## config.mk

```make
export PLATFORM = sky130hd
export DESIGN_NAME = cmd_arbiter
export DESIGN_NICKNAME = d
export VERILOG_FILES = /design/src/rtl/cmd_arbiter.sv
export SDC_FILE = /design/constraint.sdc
export NUM_CORES = 1
export LEC_CHECK = 0
export BUFFER_PORTS_ARGS = -buffer_cell sky130_fd_sc_hd__buf_4
export CORE_UTILIZATION = 40
export CTS_CLUSTER_DIAMETER = 40
export CTS_CLUSTER_SIZE = 25
export DETAILED_ROUTE_END_ITERATION = 10
export PLACE_DENSITY = 0.71
export SLEW_MARGIN = 15
export SYNTH_ARGS = -nofsm -noshare
export SYNTH_HDL_FRONTEND = slang
export SYNTH_SLANG_ARGS = --single-unit
```

## constraint.sdc

```tcl
create_clock -name clock -period 5.76 [get_ports clock]
set_input_delay 0.576 -clock clock [delete_from_list [all_inputs] [get_ports clock]]
set_output_delay 0.576 -clock clock [all_outputs]
set_load 0.01 [all_outputs]
```

## src/rtl/cmd_arbiter.sv

```systemverilog
// Round-robin command arbiter: grants one of NREQ requesters, drives the command bus
// to the executors, and reports completion, timeout or illegal-command per requester.
module cmd_arbiter #(
  parameter int NREQ  = 4,
  parameter int CSIZE = 4,
  parameter int LSIZE = 24,
  parameter int SLIZE = 16,
  parameter int TMO   = 65535
) (
  input  logic                   clock,
  input  logic                   rst_n,
  input  logic [NREQ-1:0]        req_valid,
  input  logic [NREQ*CSIZE-1:0]  req_cmd,
  input  logic [NREQ*LSIZE-1:0]  req_len,
  output logic [NREQ-1:0]        req_ready,
  output logic [NREQ-1:0]        req_done,
  output logic [NREQ-1:0]        req_err,
  output logic                   request,
  output logic [CSIZE-1:0]       cmd,
  output logic [LSIZE-1:0]       len,
  input  logic [SLIZE-1:0]       busy,
  input  logic [SLIZE-1:0]       finish
);

  localparam int GW = (NREQ > 1) ? $clog2(NREQ) : 1;
  localparam int CW = $clog2(TMO + 1);

  typedef enum logic [1:0] {IDLE, ISSUE, WAIT_FIN, DONE} state_e;

  state_e            state_q, state_d;
  logic [GW-1:0]     sel_q, sel_d, last_q, last_d;
  logic [CSIZE-1:0]  cmd_q, cmd_d;
  logic [LSIZE-1:0]  len_q, len_d;
  logic              request_q, request_d;
  logic [NREQ-1:0]   ready_q, ready_d, done_q, done_d, err_q, err_d;
  logic [CW-1:0]     cnt_q, cnt_d;

  logic [NREQ-1:0]   elig;
  logic [GW-1:0]     pick, idx;
  logic              found;
  logic [CSIZE-1:0]  pick_cmd;
  logic [LSIZE-1:0]  pick_len;
  logic              pick_bad;
  logic [SLIZE-1:0]  busy_sh, fin_sh;
  logic              busy_hit, fin_hit;

  // A requester whose accept pulse is on the bus this cycle is not re-granted.
  assign elig = req_valid & ~ready_q;

  always_comb begin
    pick  = '0;
    idx   = '0;
    found = 1'b0;
    for (int k = 1; k <= NREQ; k++) begin
      idx = GW'((int'(last_q) + k) % NREQ);
      if (!found && elig[idx]) begin
        found = 1'b1;
        pick  = idx;
      end
    end
  end

  assign pick_cmd = req_cmd[int'(pick)*CSIZE +: CSIZE];
  assign pick_len = req_len[int'(pick)*LSIZE +: LSIZE];
  assign pick_bad = (int'(pick_cmd) >= SLIZE);

  // Only the executor addressed by the latched command is observed.
  assign busy_sh  = busy >> cmd_q;
  assign fin_sh   = finish >> cmd_q;
  assign busy_hit = busy_sh[0];
  assign fin_hit  = fin_sh[0];

  always_comb begin
    state_d   = state_q;
    sel_d     = sel_q;
    last_d    = last_q;
    cmd_d     = cmd_q;
    len_d     = len_q;
    request_d = request_q;
    cnt_d     = cnt_q;
    ready_d   = '0;
    done_d    = '0;
    err_d     = '0;
    case (state_q)
      IDLE: begin
        if (found) begin
          sel_d         = pick;
          cmd_d         = pick_cmd;
          len_d         = pick_len;
          ready_d[pick] = 1'b1;
          if (pick_bad) begin
            err_d[pick] = 1'b1;
            last_d      = pick;
          end else begin
            request_d = 1'b1;
            cnt_d     = '0;
            state_d   = ISSUE;
          end
        end
      end
      ISSUE, WAIT_FIN: begin
        cnt_d = cnt_q + CW'(1);
        // Finish takes precedence over a timeout landing on the same edge.
        if (fin_hit) begin
          state_d       = DONE;
          request_d     = 1'b0;
          done_d[sel_q] = 1'b1;
        end else if (cnt_q == CW'(TMO - 1)) begin
          state_d      = IDLE;
          request_d    = 1'b0;
          err_d[sel_q] = 1'b1;
          last_d       = sel_q;
        end else if (state_q == ISSUE && busy_hit) begin
          state_d   = WAIT_FIN;
          request_d = 1'b0;
        end
      end
      DONE: begin
        state_d = IDLE;
        last_d  = sel_q;
      end
      default: state_d = IDLE;
    endcase
  end

  always_ff @(posedge clock or negedge rst_n) begin
    if (!rst_n) begin
      state_q   <= IDLE;
      sel_q     <= '0;
      last_q    <= GW'(NREQ - 1);
      cmd_q     <= '0;
      len_q     <= '0;
      request_q <= 1'b0;
      ready_q   <= '0;
      done_q    <= '0;
      err_q     <= '0;
      cnt_q     <= '0;
    end else begin
      state_q   <= state_d;
      sel_q     <= sel_d;
      last_q    <= last_d;
      cmd_q     <= cmd_d;
      len_q     <= len_d;
      request_q <= request_d;
      ready_q   <= ready_d;
      done_q    <= done_d;
      err_q     <= err_d;
      cnt_q     <= cnt_d;
    end
  end

  assign req_ready = ready_q;
  assign req_done  = done_q;
  assign req_err   = err_q;
  assign request   = request_q;
  assign cmd       = cmd_q;
  assign len       = len_q;

endmodule

```

==> results of run 1 <==
cells in the mapped netlist (3+ instances only):
cell                       count
sky130_fd_sc_hd__nor2b_1       3
sky130_fd_sc_hd__buf_2        10
sky130_fd_sc_hd__nand4_1       4
sky130_fd_sc_hd__mux2_2       23
sky130_fd_sc_hd__mux2_1       10
sky130_fd_sc_hd__a21boi_0     29
sky130_fd_sc_hd__o21ai_0       7
sky130_fd_sc_hd__xor2_1        7
sky130_fd_sc_hd__nor2_1       20
sky130_fd_sc_hd__and2_1        3
sky130_fd_sc_hd__a221o_1      28
sky130_fd_sc_hd__mux4_2        4
sky130_fd_sc_hd__a22o_1        3
sky130_fd_sc_hd__nand3_1       7
sky130_fd_sc_hd__dfrtp_1      61
sky130_fd_sc_hd__nand2_1      18
sky130_fd_sc_hd__clkbuf_1     15
sky130_fd_sc_hd__a21o_1        4
sky130_fd_sc_hd__and3_1       29
sky130_fd_sc_hd__mux4_1        4
sky130_fd_sc_hd__o21a_1       28
sky130_fd_sc_hd__nor3_1        9
sky130_fd_sc_hd__inv_1         7
sky130_fd_sc_hd__mux2i_1       4
sky130_fd_sc_hd__ha_1          6
sky130_fd_sc_hd__nand2b_1      9
cell families after synthesis:
logic type                 Yosys count  synth area share (%)
AOI/OAI and AO/OA                  114                 22.77
xor gates and xnor gates             9                 1.928
adders and majority gates            6                 1.836
buffers and inverters               37                 4.345
DFF                                 63                 38.62
muxes                               45                 14.84
and+or+nand+nor                    114                 15.67
report_power, final:
group          internal (mW)  total, mW  switching [mW]
registers              0.596      0.749           0.153
logic                  0.661       1.29           0.631
clock network          0.243      0.408           0.165
placed cells by master (no fill, tap or decap), types with 6 or more instances in the layout:
master,Yosys,final
sky130_fd_sc_hd__o21ai_0,7,7
sky130_fd_sc_hd__nand2_1,18,18
sky130_fd_sc_hd__nor3_1,9,9
sky130_fd_sc_hd__o21a_1,28,28
sky130_fd_sc_hd__clkbuf_8,1,9
sky130_fd_sc_hd__a221o_1,28,28
sky130_fd_sc_hd__a21boi_0,29,29
sky130_fd_sc_hd__inv_1,7,7
sky130_fd_sc_hd__dfrtp_1,61,61
sky130_fd_sc_hd__mux2_2,23,23
sky130_fd_sc_hd__ha_1,6,6
sky130_fd_sc_hd__and3_1,29,29
sky130_fd_sc_hd__nand3_1,7,7
sky130_fd_sc_hd__mux2_1,10,10
sky130_fd_sc_hd__nor2_1,20,19
sky130_fd_sc_hd__buf_4,0,194
sky130_fd_sc_hd__xor2_1,7,7
sky130_fd_sc_hd__nand2b_1,9,9
state kept, by name, summed over array words and instances (netlist names), 4 cells and up:
signal	cells
len	24
cnt_q	16
cmd	4
req_done	4
req_err	4
req_ready	4
worst paths after layout:
| path | from | to | slack, ps | cells past startpoint |
|---|---|---|---|---|
| max in group asynchronous | rst_n | len[17]$_DFFE_PN0P_ | 4910 | 1 |
| min | rst_n | cnt_q[0]$_DFFE_PN0P_ | 330 | 1 |
| max reg2reg | req_ready[3]$_DFF_PN0_ | cmd[0]$_DFFE_PN0P_ | 2240 | 7 |
| min reg2reg | len[5]$_DFFE_PN0P_ | len[5]$_DFFE_PN0P_ | 520 | 1 |
| max | req_ready[3]$_DFF_PN0_ | cmd[0]$_DFFE_PN0P_ | 2240 | 7 |
| min in group clock | len[5]$_DFFE_PN0P_ | len[5]$_DFFE_PN0P_ | 520 | 1 |
per-layer routing:
| metal | up-vias | global-route usage, % |
|---|---|---|
| li1 | 1813 | - |
| met1 | 1812 | 27.98 |
| met2 | 129 | 37.74 |
| met3 | 22 | 5.017 |
| met4 | 0 | 9.534 |
| met5 | - | 0 |
final cells by class:
type                            instances  share of cell area, %
Sequential cell                        63                  27.27
Clock inverter                          4                  1.210
Timing Repair Buffer                  194                  25.16
Inverter                                7                 0.4539
Multi-Input combinational cell        288                  40.70
Clock buffer                           12                  2.334
Tap cell                              133                  2.874
==> impl_metrics.ini, run 1 <==
[critical_path]
crit_path_max_incr_delay_ps = 820
endpoint_type_of_the_worst_setup_path = flip-flop
critical_path.most_common_cell = sky130_fd_sc_hd__and2_1
crit_path_start_kind = flip-flop
critical_path.slowest_cell = sky130_fd_sc_hd__o21ai_4
critical_path.max_fanout = 58
cpLargestDelayFamily = compound AO/OA/AOI/OAI gates
critical_path.n_buffers_inverters = 1
setup.worst_path.class = reg2reg
crit_path_cell_trace = nand2b_1, and2_1, o21ai_4, and2_1, buf_4, mux2_2, a221o_2
cp.required_ps = 5970
timing.critical_path.arrival_ps = 3730

[floorplan]
die_width_um = 103.1
initial_utilization_pct = 41.64
design.die.area_um2 = 10630
site_row_count = 36
chipHeight_um = 103.1
placeableCoreArea_um2 = 9819
io-pin-count = 191

[cts]
cts.clk_slew.worst_paths_ps = 70
clock_sink_count = 63
cts_repair_resize_count = 0
clk_latency_ps = 330
cts_max_path_buffers = 2
cts_root_buf = sky130_fd_sc_hd__clkbuf_8
count_of_hold_fix_buffers_inserted_at_cts = 0
postCtsSetupBuffers = 0
ctsHtreeMaxLevel = 3
tritoncts = yes
number_of_buffers_created_by_cts = 9

[routing]
detail_route.drc_violations = 0
dr.pass1.iters = 4
wl_met2_um = 5792
route.detailed.wl_per_inst_um = 16.49
vias_per_cell = 5.387
met3RoutedLength_um = 643
wirelength_met1_um = 4842
postRouteAntennaNets = 0
top_layer = met4
postRouteWirelength_um = 11560
route.vias.total = 3776
1st_iter_drt_viols = 126

[outcome]
status = finished, final reports clean

[timing]
setup-violations-final = 0
final_max_slew_viol_count = 0
final.setup.worst_slack_ps = 2245
grt_setup_unrepaired = no
worst_tran_pin_value_ps = 1050
holdWs_ps = 328.1
maximum_clock_frequency_mhz = 284.5
maxSlewHeadroom_pct = 29.71
tns_ps = 0
timing_hold_violations_final = 0
finalWorstPathRequiredPeriod_ps = 3515
post-route-period-util_pct = 61.03
clock-skew-final_ps = 9.322

[power_and_ir_drop]
p_leak_nw = 2.820
power.total_mw = 2.449
vdd.ir_drop.worst_mv = 0.2096
power-per-cell-area_nw_per_um2 = 423.0

[layout]
num_antenna_cells = 0
finalNonFillerCells = 701
finish.utilization_pct = 58.96
layout-area-overhead-vs-synth_pct = 41.58
layout.filler_cells = 874
finalInstanceArea_um2 = 5789
multi_input_comb_area_um2 = 2356
nets = 719
drive_gt1_share_pct = 43.84
ff_latch_area_um2 = 1579

[yosys]
synth-seq-area-share_pct = 38.62
postSynthRegisterBits = 63
syn_inst = 388
yosys.area.top_type_share_pct = 37.33
dominantRegCellSynth = sky130_fd_sc_hd__dfrtp_1
async_flop_share_pct = 100.0
synth.largest_area_cell = sky130_fd_sc_hd__dfrtp_1
synth-edff-count = 0
netlist_area_um2 = 4089
yosys.cell_types.count = 56
synth_area_leaders = sky130_fd_sc_hd__dfrtp_1 (37%), sky130_fd_sc_hd__a221o_1 (6.9%), sky130_fd_sc_hd__mux2_2 (6.3%)
syn_nets = 544
yosys_warnings = 0
avgSynthCellArea_um2 = 10.54

[placement]
gp_routability_congestion = 0.7748
dp.cells = 685
pre_cts_ws_ps = 1988
port_buffers = 190
post-dp-hpwl_um = 8636
postPlaceCellArea_um2 = 5579

[global_route]
grt_pass1_wl_um = 18330
maximum_number_of_pins_on_one_net_before_global_route_repair = 64
grt_antenna_before_repair = 0
gr-usage-all-layers_pct = 22.52
number_of_global_route_vias_before_repair = 3883
grt-ovfl-total = 0

[min_path]
worst_hold_path_type = in2async

[flow_run]
max_cap_violations = 0
No activity file was read; power rests on OpenSTA's default activity.
==> run 2: changes to the inputs <==
Settings changed: PLACE_DENSITY 0.71 to 0.74.
Clock period 5.76 ns to 3 ns, I/O delays scaled along.
==> run 2 against run 1 <==
Final cell count grew 0.43%. Design area grew 0.80%. Sequential share of layout area shrank 0.22 points. Combinational power grew 95%. Fmax grew 46%. First-iteration DRC count shrank 7.1%. Via count shrank 1.3%. Critical path depth shrank 1. Clock skew shrank 2.6 ps. Sequential cell count is the same. Clock power grew 110%. Die area is the same.
==> impl_metrics.ini, run 2 (synthesis results as in run 1) <==
[outcome]
status = finished, final reports clean

[critical_path]
endpoint_type_of_the_worst_setup_path = flip-flop
crit_path_start_kind = flip-flop
timing.critical_path.arrival_ps = 2620
crit_path_cell_trace = mux4_1, mux2_2, nor3b_2, a311oi_1, o21ai_2, mux2_1
cpLargestDelayFamily = multiplexers
cp.required_ps = 3220
crit_path_max_incr_delay_ps = 630
critical_path.slowest_cell = sky130_fd_sc_hd__mux4_1
critical_path.max_fanout = 7
critical_path.n_buffers_inverters = 0
setup.worst_path.class = reg2reg

[cts]
cts_root_buf = sky130_fd_sc_hd__clkbuf_8
number_of_buffers_created_by_cts = 9
cts.clk_slew.worst_paths_ps = 70
clock_sink_count = 63
cts_repair_resize_count = 0
tritoncts = yes
ctsHtreeMaxLevel = 3
count_of_hold_fix_buffers_inserted_at_cts = 0
postCtsSetupBuffers = 0
clk_latency_ps = 330
cts_max_path_buffers = 2

[min_path]
worst_hold_path_type = in2async

[timing]
maximum_clock_frequency_mhz = 416.5
holdWs_ps = 47.72
setup-violations-final = 0
final.setup.worst_slack_ps = 599.0
maxSlewHeadroom_pct = 47.76
post-route-period-util_pct = 80.03
timing_hold_violations_final = 0
grt_setup_unrepaired = no
final_max_slew_viol_count = 0
clock-skew-final_ps = 6.693
worst_tran_pin_value_ps = 783.6
tns_ps = 0
finalWorstPathRequiredPeriod_ps = 2401

[power_and_ir_drop]
power.total_mw = 4.817
vdd.ir_drop.worst_mv = 0.3353
p_leak_nw = 2.848
power-per-cell-area_nw_per_um2 = 825.5

[floorplan]
chipHeight_um = 103.1
site_row_count = 36
io-pin-count = 191
initial_utilization_pct = 41.64
die_width_um = 103.1
design.die.area_um2 = 10630
placeableCoreArea_um2 = 9819

[global_route]
grt-ovfl-total = 0
gr-usage-all-layers_pct = 21.73
number_of_global_route_vias_before_repair = 3626
grt_antenna_before_repair = 0
maximum_number_of_pins_on_one_net_before_global_route_repair = 64
grt_pass1_wl_um = 17580

[layout]
finalNonFillerCells = 704
layout.filler_cells = 868
layout.cells.most_common = sky130_fd_sc_hd__buf_4
flip_flop_count_of_the_largest_register_after_layout = 24
num_antenna_cells = 0
nets = 722
multi_input_comb_area_um2 = 2351
layout-area-overhead-vs-synth_pct = 42.72
drive_gt1_share_pct = 44.48
ff_latch_area_um2 = 1579
mostFrequentLayoutCells = sky130_fd_sc_hd__buf_4 (197), sky130_fd_sc_hd__dfrtp_1 (61), sky130_fd_sc_hd__and3_1 (29), sky130_fd_sc_hd__a21boi_0 (29)

[routing]
route.detailed.wl_per_inst_um = 16.03
route.vias.total = 3726
vias_per_cell = 5.293
postRouteAntennaNets = 0
postRouteWirelength_um = 11280
detail_route.drc_violations = 0
1st_iter_drt_viols = 117
dr.pass1.iters = 4

[placement]
post-dp-hpwl_um = 8418
gp_routability_congestion = 0.7955
pre_cts_ws_ps = 643.4
dp.cells = 688
port_buffers = 190

[flow_run]
max_cap_violations = 0
-- run 2: worst paths after layout --
path                                     from                      to  slack, ps  cells past startpoint
min in group clock                req_len[30]      len[6]$_DFFE_PN0P_        310                      3
max in group asynchronous               rst_n     len[16]$_DFFE_PN0P_       2440                      1
setup / recovery           cmd[0]$_DFFE_PN0P_  state_q[0]$_DFFE_PN0P_        600                      6
setup reg to reg           cmd[0]$_DFFE_PN0P_  state_q[0]$_DFFE_PN0P_        600                      6
hold reg to reg            len[6]$_DFFE_PN0P_      len[6]$_DFFE_PN0P_        520                      1
hold / removal                          rst_n    cnt_q[3]$_DFFE_PN0P_         50                      1
-- run 2: metal layers --
| metal | global-route usage (%) | part of all wire (%) | up-vias |
|---|---|---|---|
| met5 | 0 | 0 | - |
| met4 | 7.259 | 1.3 | 0 |
| met3 | 4.407 | 4.9 | 11 |
| met2 | 37.49 | 51 | 114 |
| met1 | 27.18 | 43 | 1789 |
| li1 | - | - | 1812 |
-- run 2: per-stage QoR --
stage                     utilization (%)  area (um^2)
after floorplan                         -         4089
after global placement              57.05         5602
after detailed placement            57.05         5602
after CTS                           59.43         5836
after global routing                59.43         5836
final                               59.43         5836
-- run 2: final cells by class --
cell class	instances	area share (%)
multi-input cells	288	40.29
inverters	7	0.4503
clock buffers	13	2.895
clock inverters	3	1.115
flip-flops and latches	63	27.06
repair buffers	197	25.34
well taps	133	2.852
-- run 2: report_power, final --
part	total [mW]	leakage [nW]	switching (mW)	internal, mW
sequential	1.44	0.818	0.294	1.14
combinational	2.52	1.91	1.24	1.29
clock	0.858	0.120	0.323	0.535
==> run 3: changes to the inputs <==
Settings changed: PLACE_DENSITY 0.74 to 0.71.
Clock period 3 ns to 2.39 ns, I/O delays scaled along.
==> run 3 against run 2 <==
Clock power increased by 24%. Power increased by 28%. Clock skew increased by 4.9 ps. Sequential share of layout area decreased by 0.33 points. Largest power group unchanged. Highest routed layer unchanged.
==> impl_metrics.ini, run 3 (synthesis results as in run 1) <==
[routing]
postRouteWirelength_um = 11950
1st_iter_drt_viols = 141
dr.pass1.iters = 4
detail_route.drc_violations = 0
vias_per_cell = 5.368
route.detailed.wl_per_inst_um = 16.83
route.vias.total = 3811
postRouteAntennaNets = 0

[outcome]
status = finished, final reports clean

[power_and_ir_drop]
clock_power_share_pct = 17.2
switching_share_pct = 38.44
power_frac_seq_pct = 28.7
switchingPower_mw = 2.368
internal_power_mw = 3.792
p_leak_nw = 2.883
power-per-cell-area_nw_per_um2 = 1043
combinationalPowerShare_pct = 54.1
power.total_mw = 6.160
vdd.ir_drop.worst_mv = 0.4065

[layout]
num_antenna_cells = 0
layout-area-overhead-vs-synth_pct = 44.49
finalNonFillerCells = 710
finalInstanceArea_um2 = 5908
finish.utilization_pct = 60.17
mostFrequentLayoutCells = sky130_fd_sc_hd__buf_4 (199), sky130_fd_sc_hd__dfrtp_1 (61), sky130_fd_sc_hd__and3_1 (29), sky130_fd_sc_hd__a21boi_0 (29)
nets = 728
layout.cells.most_common = sky130_fd_sc_hd__buf_4
drive_gt1_share_pct = 44.89
flip_flop_count_of_the_largest_register_after_layout = 24

[cts]
tritoncts = yes
cts_max_path_buffers = 2
clk_latency_ps = 340
ctsHtreeMaxLevel = 3
cts_root_buf = sky130_fd_sc_hd__clkbuf_8
number_of_buffers_created_by_cts = 9
cts.clk_slew.worst_paths_ps = 80
postCtsSetupBuffers = 0
clock_sink_count = 63

[global_route]
gr-usage-all-layers_pct = 23.29
grt-ovfl-total = 0
grt_pass1_wl_um = 18920
maximum_number_of_pins_on_one_net_before_global_route_repair = 64
number_of_global_route_vias_before_repair = 3956
grt_antenna_before_repair = 0

[critical_path]
critical_path.n_buffers_inverters = 2
crit_path_start_kind = flip-flop
endpoint_type_of_the_worst_setup_path = flip-flop
setup.worst_path.class = reg2reg
setup.worst_path.end = cmd[0]$_DFFE_PN0P_
cpLargestDelayFamily = compound AO/OA/AOI/OAI gates
timing.rr.start = last_q[1]$_DFFE_PN1P_
crit_path_max_incr_delay_ps = 550
rr_worst_depth = 7
timing.critical_path.from = last_q[1]$_DFFE_PN1P_
reg2reg_setup_slack_ps = 100
crit_path_cell_trace = buf_4, nand3b_1, a22oi_2, and2_1, buf_12, mux2_2, a221o_2
worstReg2RegEnd = cmd[0]$_DFFE_PN0P_
critical_path.max_fanout = 30
worstSetupPathDepth = 7
critical_path.slowest_cell = sky130_fd_sc_hd__dfstp_2
cp.required_ps = 2620
timing.critical_path.arrival_ps = 2510

[timing]
timing_hold_violations_final = 0
worst_tran_pin_value_ps = 815.7
finalWorstPathRequiredPeriod_ps = 2286
holdWs_ps = 3.674
setup-violations-final = 0
maxSlewHeadroom_pct = 45.62
tns_ps = 0
maximum_clock_frequency_mhz = 437.5
grt_setup_unrepaired = no
final.setup.worst_slack_ps = 104.2
post-route-period-util_pct = 95.64
final_max_slew_viol_count = 0
clock-skew-final_ps = 11.62

[placement]
dp.cells = 694
port_buffers = 190
postPlaceCellArea_um2 = 5677
gp_routability_congestion = 0.7690
pre_cts_ws_ps = 133.2
post-dp-hpwl_um = 8916

[floorplan]
placeableCoreArea_um2 = 9819
die_width_um = 103.1
design.die.area_um2 = 10630
initial_utilization_pct = 41.64
chipHeight_um = 103.1
io-pin-count = 191
site_row_count = 36

[flow_run]
max_cap_violations = 0

[min_path]
worst_hold_path_type = in2async
-- run 3: cell types whose count changed in the layout (fill, tap and decap cells not counted) --
cell / before / now
sky130_fd_sc_hd__buf_6: 0 / 2
sky130_fd_sc_hd__clkbuf_8: 12 / 11
sky130_fd_sc_hd__buf_12: 0 / 2
sky130_fd_sc_hd__buf_4: 197 / 199
sky130_fd_sc_hd__nor2_2: 2 / 1
sky130_fd_sc_hd__clkbuf_1: 1 / 2
sky130_fd_sc_hd__nor2_4: 0 / 1
-- run 3: worst min path at each step --
stage | from | endpoint
after floorplan | rst_n | cmd[0]$_DFFE_PN0P_
after global placement | rst_n | len[2]$_DFFE_PN0P_
after detailed placement | rst_n | cnt_q[2]$_DFFE_PN0P_
after CTS | rst_n | cnt_q[2]$_DFFE_PN0P_
after global routing | rst_n | cnt_q[0]$_DFFE_PN0P_
final | rst_n | cnt_q[2]$_DFFE_PN0P_
-- run 3: cell type report --
cell class / instances / area (um^2)
clock buffers: 13 / 158.9
clock inverters: 3 / 65.06
fillers: 862 / 3911
inverters: 7 / 26.28
multi-input cells: 288 / 2356
flip-flops and latches: 63 / 1579
well taps: 133 / 166.4
repair buffers: 203 / 1556
-- run 3: routing by layer --
metal  global-route usage, %  share of wire (%)
met1                   28.31                 41
met3                   6.712                6.2
met2                   39.18                 51
met5                       0                  0
met4                   8.667                2.0
-- run 3: power by group through the flow --
stage	logic [mW]	clock network [mW]	registers, mW
after floorplan	2.11	0	1.79
after global placement	3.26	0	1.76
after detailed placement	3.36	0	1.77
after CTS	3.36	1.08	1.76
after global routing	3.65	1.14	1.81
final	3.33	1.06	1.77
-- run 3: timing repair --
item	CTS	global route
gates resized for setup	0	2
setup endpoints to repair	0	3
hold buffers	0	0
endpoints found under the hold margin	0	0
